$ cat config.mk
export PLATFORM = sky130hd
export DESIGN_NAME = bp_be_dcache_trace_checker_fifo
export DESIGN_NICKNAME = d
export VERILOG_FILES = /design/src/rtl/bp_be_dcache_trace_checker_fifo.sv
export SDC_FILE = /design/constraint.sdc
export NUM_CORES = 1
export LEC_CHECK = 0
export ABC_AREA = 1
export BUFFER_PORTS_ARGS = -buffer_cell sky130_fd_sc_hd__clkbuf_2
export CAP_MARGIN = 10
export CORE_MARGIN = 4
export CORE_UTILIZATION = 55
export CTS_BUF_LIST = sky130_fd_sc_hd__clkbuf_2 sky130_fd_sc_hd__clkbuf_4 sky130_fd_sc_hd__clkbuf_8
export DETAILED_ROUTE_END_ITERATION = 16
export PLACE_DENSITY = 0.9
export SLEW_MARGIN = 20
export SYNTH_ARGS = -nofsm -noshare
export SYNTH_HDL_FRONTEND = slang
export SYNTH_SLANG_ARGS = --single-unit
$ cat constraint.sdc
create_clock -name clk_i -period 2.1 [get_ports clk_i]
set_input_delay 0.21 -clock clk_i [delete_from_list [all_inputs] [get_ports clk_i]]
set_output_delay 0.21 -clock clk_i [all_outputs]
set_load 0.05 [all_outputs]
$ cat src/rtl/bp_be_dcache_trace_checker_fifo.sv
// Small 1r1w response buffer with registered storage and full/empty flags.
// Latency: a pushed word is visible at data_o on the cycle after the push.
// Backpressure: none internally; the caller must not push when full unless popping.
//
// Ports:
//   clk_i, reset_n_i      : clock, async active-low reset (clears pointers/count)
//   v_i, data_i           : write strobe and write data
//   yumi_i                : pop the head entry
//   data_o                : head entry (valid when empty_o=0)
//   full_o, empty_o       : occupancy flags
module bp_be_dcache_trace_checker_fifo #(
  parameter int width_p = 64,
  parameter int els_p   = 4
) (
  input  logic               clk_i,
  input  logic               reset_n_i,
  input  logic               v_i,
  input  logic [width_p-1:0] data_i,
  input  logic               yumi_i,
  output logic [width_p-1:0] data_o,
  output logic               full_o,
  output logic               empty_o
);

  localparam int ptr_w = $clog2(els_p);
  localparam int cnt_w = $clog2(els_p + 1);

  logic [width_p-1:0] mem_r [els_p];
  logic [ptr_w-1:0]   wr_ptr_r;
  logic [ptr_w-1:0]   rd_ptr_r;
  logic [cnt_w-1:0]   cnt_r;

  // Pointers wrap naturally because els_p is a power of two.
  always_ff @(posedge clk_i or negedge reset_n_i) begin
    if (!reset_n_i) begin
      wr_ptr_r <= '0;
      rd_ptr_r <= '0;
      cnt_r    <= '0;
    end else begin
      if (v_i)    wr_ptr_r <= wr_ptr_r + ptr_w'(1);
      if (yumi_i) rd_ptr_r <= rd_ptr_r + ptr_w'(1);
      case ({v_i, yumi_i})
        2'b10:   cnt_r <= cnt_r + cnt_w'(1);
        2'b01:   cnt_r <= cnt_r - cnt_w'(1);
        default: cnt_r <= cnt_r;
      endcase
    end
  end

  // Storage needs no reset: occupancy is tracked by the count alone.
  always_ff @(posedge clk_i) begin
    if (v_i) mem_r[wr_ptr_r] <= data_i;
  end

  assign data_o  = mem_r[rd_ptr_r];
  assign full_o  = (cnt_r == cnt_w'(els_p));
  assign empty_o = (cnt_r == '0);

endmodule

==> results of run 1 <==
==> state kept, by name, summed over array words and instances (netlist names) <==
| name | cells |
|---|---|
| cnt_r | 3 |
| mem_r | 256 |
| rd_ptr_r | 2 |
| wr_ptr_r | 2 |
==> layer usage <==
layer	GRT usage, %	up-vias	wire length, um
met1	25.1	3443	9590
met4	6.89	0	421
met5	0	-	0
li1	-	3269	-
met3	4.88	28	1450
met2	38.2	237	13400
==> cells in the final DEF (no fill, tap or decap) <==
| cell type | n |
|---|---|
| buf_12 | 17 |
| buf_16 | 9 |
| buf_4 | 6 |
| buf_6 | 4 |
| buf_8 | 39 |
| bufinv_16 | 1 |
| clkbuf_16 | 4 |
| clkbuf_2 | 69 |
| clkbuf_4 | 25 |
| clkbuf_8 | 56 |
| clkinv_1 | 8 |
| clkinv_2 | 5 |
| clkinvlp_4 | 6 |
| dfrtp_1 | 5 |
| dfrtp_4 | 2 |
| diode_2 | 2 |
| dlygate4sd3_1 | 67 |
| edfxtp_1 | 256 |
| fa_1 | 1 |
| ha_1 | 5 |
| inv_1 | 137 |
| inv_6 | 1 |
| nand2_1 | 157 |
| nand2_2 | 46 |
| nand3_1 | 1 |
| nand4_1 | 1 |
| nor3_1 | 2 |
| o211ai_1 | 44 |
| o211ai_2 | 84 |
| o21ai_0 | 2 |
| xnor2_1 | 1 |
| xor2_1 | 3 |
==> how the worst max path moves through the flow <==
stage                  end  slack, ps  cells after the start
2_1_floorplan  mem_r[0][0]         60                      4
3_3_place_gp    data_o[21]        350                      5
3_5_place_dp    data_o[18]        290                      5
4_1_cts         data_o[43]        -80                      5
5_1_grt         data_o[16]       -160                      5
6_report        data_o[16]       -110                      5
==> through the flow <==
stage / instance area (um2) / util [%] / power (mW) / setup slack (ps)
2_1_floorplan: 11300 / - / 15.4 / 59.5
3_3_place_gp: 12200 / 60.3 / 17.1 / 346
3_5_place_dp: 12200 / 60.3 / 17.4 / 286
4_1_cts: 14400 / 71.2 / 23.7 / -76.3
5_1_grt: 14600 / 72.2 / 25.4 / -161
6_report: 14600 / 72.2 / 24.4 / -111
==> power by group <==
part / internal (mW) / total [mW] / switching [mW]
clock: 2.20 / 4.10 / 1.90
sequential: 6.88 / 7.26 / 0.373
combinational: 4.96 / 13.1 / 8.09
total: 14.0 / 24.4 / 10.4
==> cell type report <==
| cell class | count | area share, % |
|---|---|---|
| Inverter | 142 | 3.76 |
| Tap cell | 270 | 2.31 |
| Clock buffer | 54 | 4.57 |
| Clock inverter | 16 | 0.711 |
| Sequential cell | 263 | 53.9 |
| Antenna cell | 2 | 0.0343 |
| Multi-Input combinational cell | 347 | 16.5 |
| Timing Repair Buffer | 242 | 18.3 |
==> cell families (layout without fill, tap and decap cells) <==
logic type	after synthesis	in the layout	share of synthesized area, %
AOI/OAI and AO/OA	130	130	12.3
xor gates and xnor gates	4	4	0.311
DFF	263	263	69.7
other	0	2	0
and+or+nand+nor	207	207	7.74
buffers and inverters	186	454	9.16
adders and majority gates	6	6	0.732
==> repair_timing <==
item | in CTS | in global routing
buffers inserted | 5 | 2
endpoints found under the setup margin | 64 | 64
pin swaps | 33 | 15
endpoints found under the hold margin | 267 | 0
gates resized for setup | 135 | 54
gates cloned | 7 | 4
hold buffers | 67 | 0
==> worst max-delay path, delay by kind of cell, from the launching register on <==
kind	cells	cell delay, ps
AO/OA/AOI/OAI	1	230
AND/OR/NAND/NOR	1	140
buffers and inverters	3	510
flip-flops	1	570
==> summary.txt, run 1 <==
Worst setup path
  • Setup crit start kind: flip-flop
  • Crit Reg-Reg Startpoint: wr_ptr_r[0]
  • Crit path launch: rd_ptr_r[0]
  • Crit path arrival time: 2000 ps
  • Critical path capture point type: output port
  • FF-to-FF setup slack: 340 ps
  • Reg2reg path depth: 4
  • Req. time, crit path: 1890 ps
  • Largest stage delay, worst path: 570 ps
  • Slowest cell on crit path: dfrtp_4
  • Crit path cell chain: buf_16 > buf_16 > o211ai_1 > nand2_1 > buf_8
  • Most frequent CP cell: buf_16
  • Reg-to-reg critical path endpoint: mem_r[3][62]
  • Critical path class: reg -> out
  • Top fanout value on the critical path: 9

Global route
  • Grt total ovfl: 0
  • Number of antenna violations at the first check in global routing: 1
  • First-pass GRT wire length: 37,200 um
  • Largest net degree at the start of global routing: 54
  • GR Util All Layers: 21.2%
  • Number of global-route vias before repair: 7,129

Status
  • Status: complete, but fails checks
  • Failing checks: setup timing

Place
  • Placed insts: 1,180
  • Port Buffers: 133
  • RD Place Congestion: 0.770
  • DP Wirelength: 12,900 um

Detailed routing
  • Routed wire per std cell: 18.6 um
  • DRC errors left: 0
  • Vias after detailed routing: 6,977
  • Via-per-instance ratio: 5.22
  • ANT nets after route: 0
  • DR pass1 iterations: 4
  • Final wirelength: 24,800 um
  • Initial drt markers: 320

Floorplan
  • Core Area: 0.0202 mm2
  • Initial Util: 55.7%
  • FP Rows: 52
  • I/O pin total: 134
  • Die W: 151 um
  • Die height: 151 um
  • Die ar.: 0.0229 mm2

Finish
  • Area Overhead vs Synth: 29.6%
  • Layout cells sized above 1: 35.2%
  • Filler cell count: 1,192
  • Register area: 0.00787 mm2
  • Area of the multi-input gates: 0.00241 mm2
  • Non-Filler Instances: 1,336
  • # nets final: 1,112

Clocking
  • CTS clk-pin slew, worst paths: 60 ps
  • CTS max path bufs: 3
  • Root buf cell: clkbuf_8
  • CTS sink cnt: 263
  • Total CTS buffers: 42
  • H-tree depth: 2
  • TritonCTS clock tree: done
  • Clk_lat worst skew: 550 ps

Yosys
  • Synth top area cells: edfxtp_1 (68%), o211ai_2 (9.3%), nand2_1 (5.6%)
  • Async set-or-reset flop fraction in the synthesized netlist: 2.66%
  • Synth unique cells: 22
  • Post-synth top area share: 68.2%
  • Mean Syn Cell Area: 14.2 um2
  • Mapped Area: 0.0113 mm2
  • Cell taking the most area after synthesis: edfxtp_1
  • Synth Net Count: 870
  • Most frequent cell after synthesis: edfxtp_1
  • Cell count after synthesis: 796
  • Synth Register Bits: 263
  • Ys Warns: 0
  • Post-synth top flop: edfxtp_1
  • Synth top cells by count: edfxtp_1 (256), nand2_1 (167), inv_1 (141), o211ai_2 (84), o211ai_1 (44)
  • Post-synth EDFFs: 256
  • Post-synthesis sequential area ratio: 69.7%

STA
  • Final min period: 2210 ps
  • Hold_ws: 52.1 ps
  • RSZ-0062 raised after global routing: true
  • Fmax: 0.452 GHz
  • Fin worst setup slack: -111 ps
  • Slew @ Worst Pin: 430 ps
  • Setup violators final: 46
  • Final hold violation count: 0
  • Slew Limit Fails: 0
  • Setup TNS: -1440 ps
  • Slew margin rel.: 71.3%
  • Final Skew: 20.9 ps
  • Period Utilization, post-route: 105%

Pwr
  • Peak supply drop: 0.00116 V
  • Pwr/cell area: 1670 mW/mm2
  • P_leak: 5.95 nW

Flow run
  • Max-cap violations: 0

Hold path
  • Worst hold-check path type: in -> async
Power figures use the tool's default switching activity.
==> run 2: changes to the inputs <==
Settings changed: CORE_UTILIZATION 55 to 25, PLACE_DENSITY 0.9 to 0.53.
==> run 2 against run 1 <==
Against the previous run:
- the flow still finishes with violations (setup timing)
- combinational power about the same
- first-iteration DRC count shrank 23%
- total power grew 0.71%
- sequential power down 0.7%
- count of clock-buffer cells in the layout grew 12
- non-clock buffer count shrank 5
- clock skew is 2.2 ps higher
- core utilization is 38 points lower
- die area is 110% higher
- sequential share of layout area decreased by 1.5 points
- fmax rose by 2.3%
==> summary.txt, run 2 (synthesized netlist as in run 1, its figures left out) <==
Clocking
  • CTS clk-pin slew, worst paths: 60 ps (about the same)
  • Clk_lat worst skew: 580 ps (+30 ps)
  • TritonCTS clock tree: done
  • Root buf cell: clkbuf_8
  • CTS max path bufs: 3 (unchanged)
  • Total CTS buffers: 45 (+7.1%)
  • H-tree depth: 2 (unchanged)
  • CTS sink cnt: 263 (unchanged)

Worst setup path
  • Critical path class: reg -> out
  • Slowest cell on crit path: dfrtp_4
  • Crit path launch: rd_ptr_r[0]
  • Req. time, crit path: 1890 ps (about the same)
  • FF-to-FF setup slack: 450 ps (+110 ps)
  • Crit Reg-Reg Startpoint: wr_ptr_r[0]
  • CP endpoint: data_o[30]
  • Crit path arrival time: 1950 ps (-50 ps)
  • CP bufs+invs: 3 (unchanged)
  • Critical path capture point type: output port
  • Crit path cell chain: buf_16 > buf_16 > o211ai_1 > nand2_1 > buf_8
  • Most frequent CP cell: buf_16
  • Reg2reg path depth: 5 (+1)
  • Top fanout value on the critical path: 15 (+6)
  • WP depth: 5 (unchanged)
  • Largest stage delay, worst path: 530 ps (-40 ps)
  • Setup crit start kind: flip-flop
  • Cell family with most CP delay: flip-flops
  • Reg-to-reg critical path endpoint: mem_r[0][35]

Floorplan
  • Die ar.: 0.0486 mm2 (+110%)
  • FP Rows: 77 (+48%)
  • Core Area: 0.0444 mm2 (+120%)
  • I/O pin total: 134 (unchanged)
  • Initial Util: 25.4% (-30 points)
  • Die height: 220 um (+46%)
  • Die W: 220 um (+46%)

STA
  • Fin worst setup slack: -60.9 ps (+50.6 ps)
  • Fmax: 0.463 GHz (+2.3%)
  • Slew Limit Fails: 0 (unchanged)
  • Final min period: 2160 ps (-50.6 ps)
  • Hold_ws: 399 ps (+347 ps)
  • Period Utilization, post-route: 103% (-2.4 points)
  • Slew margin rel.: 68.0% (-3.3 points)
  • Setup TNS: -1290 ps (+146 ps)
  • Final Skew: 23.1 ps (+2.22 ps)
  • Setup violators final: 47 (+2.2%)
  • Slew @ Worst Pin: 480 ps (+50.1 ps)
  • Final hold violation count: 0 (unchanged)
  • RSZ-0062 raised after global routing: true

Detailed routing
  • Initial drt markers: 248 (-23%)
  • DR pass1 iterations: 4 (unchanged)
  • ANT nets after route: 0 (unchanged)
  • Vias after detailed routing: 6,563 (-5.9%)
  • Final wirelength: 24,700 um (-0.65%)
  • Via-per-instance ratio: 3.96 (-24%)
  • DRC errors left: 0 (unchanged)
  • Routed wire per std cell: 14.9 um (-20%)

Place
  • RD Place Congestion: 0.677 (-12%)
  • Placed Area: 0.0126 mm2 (+3.1%)
  • Port Buffers: 133 (unchanged)
  • DP Wirelength: 13,100 um (+0.93%)

Global route
  • Largest net degree at the start of global routing: 65 (+20%)
  • First-pass GRT wire length: 36,600 um (-1.7%)
  • GR Util All Layers: 9.76% (-11 points)
  • Number of antenna violations at the first check in global routing: 0 (-1)
  • Number of global-route vias before repair: 6,682 (-6.3%)
  • Grt total ovfl: 0 (unchanged)

Finish
  • Max reg flops: 256 (unchanged)
  • N_diodes: 0 (-2)
  • Final instance area: 0.0150 mm2 (+2.9%)
  • Filler cell count: 4,324 (+260%)
  • Commonest non-fill, non-tap cell in the layout: edfxtp_1
  • Most flop-heavy register: mem_r
  • Largest regs: mem_r: 256 flops, cnt_r: 3 flops
  • Commonest non-fill, non-tap cells in the layout: edfxtp_1 (256), nand2_1 (141), inv_1 (137)
  • Layout cells sized above 1: 36.7% (+1.6 points)
  • Area Overhead vs Synth: 33.3%
  • # nets final: 1,110 (-0.18%)

Hold path
  • Worst hold-check path type: in -> reg
  • Hold path start: data_i[52]

Status
  • Status: complete, but fails checks
  • Failing checks: setup timing

Pwr
  • Peak supply drop: 0.00120 V (+3.3%)
  • P_leak: 5.95 nW (about the same)
  • Pwr Total: 24.6 mW (+0.71%)
  • Pwr/cell area: 1630 mW/mm2 (-2.1%)

Flow run
  • Max-cap violations: 0 (unchanged)
-- run 2: worst min path at each step --
stage	cells past startpoint	to	slack (ps)
after floorplan	0	cnt_r[0]	-90
after global placement	1	cnt_r[2]	70
after detailed placement	1	cnt_r[2]	70
after CTS	2	mem_r[1][52]	320
after global routing	2	mem_r[2][32]	360
final	2	mem_r[1][52]	400
-- run 2: stage by stage --
step / worst slack [ps] / std cells / util (%)
after floorplan: 59.5 / 796 / -
after global placement: 447 / 1500 / 28.3
after detailed placement: 444 / 1500 / 28.3
after CTS: -176 / 1647 / 33.0
after global routing: -183 / 1659 / 33.9
final: -60.9 / 1659 / 33.9
-- run 2: power by group --
group | switching (mW) | internal (mW)
Combinational | 8.08 | 4.94
Sequential | 0.324 | 6.89
Clock | 1.97 | 2.38
-- run 2: per-layer routing --
metal | up-vias | share of wire, % | GRT usage (%)
met5 | - | 0 | 0
met4 | 0 | 2.3 | 3.29
met3 | 43 | 5.3 | 2.91
met2 | 138 | 50 | 16.9
met1 | 3130 | 42 | 11.6
li1 | 3252 | - | -
-- run 2: cell type report --
type / instances / area [um2] / share of cell area, %
clock buffer: 66 / 783 / 5.21
clock inverter: 12 / 56.3 / 0.374
inverter: 142 / 561 / 3.73
multi-input combinational: 347 / 2460 / 16.3
sequential: 263 / 7870 / 52.3
tap: 592 / 741 / 4.93
timing repair buffer: 237 / 2570 / 17.1
-- run 2: repair_timing --
| action | in CTS | in global routing |
|---|---|---|
| hold endpoints to repair | 267 | 0 |
| endpoints found under the setup margin | 64 | 64 |
| setup buffers | 0 | 6 |
| gates resized for setup | 127 | 97 |
| pin swaps | 2 | 20 |
| cloned | 1 | 6 |
| hold buffers | 68 | 0 |
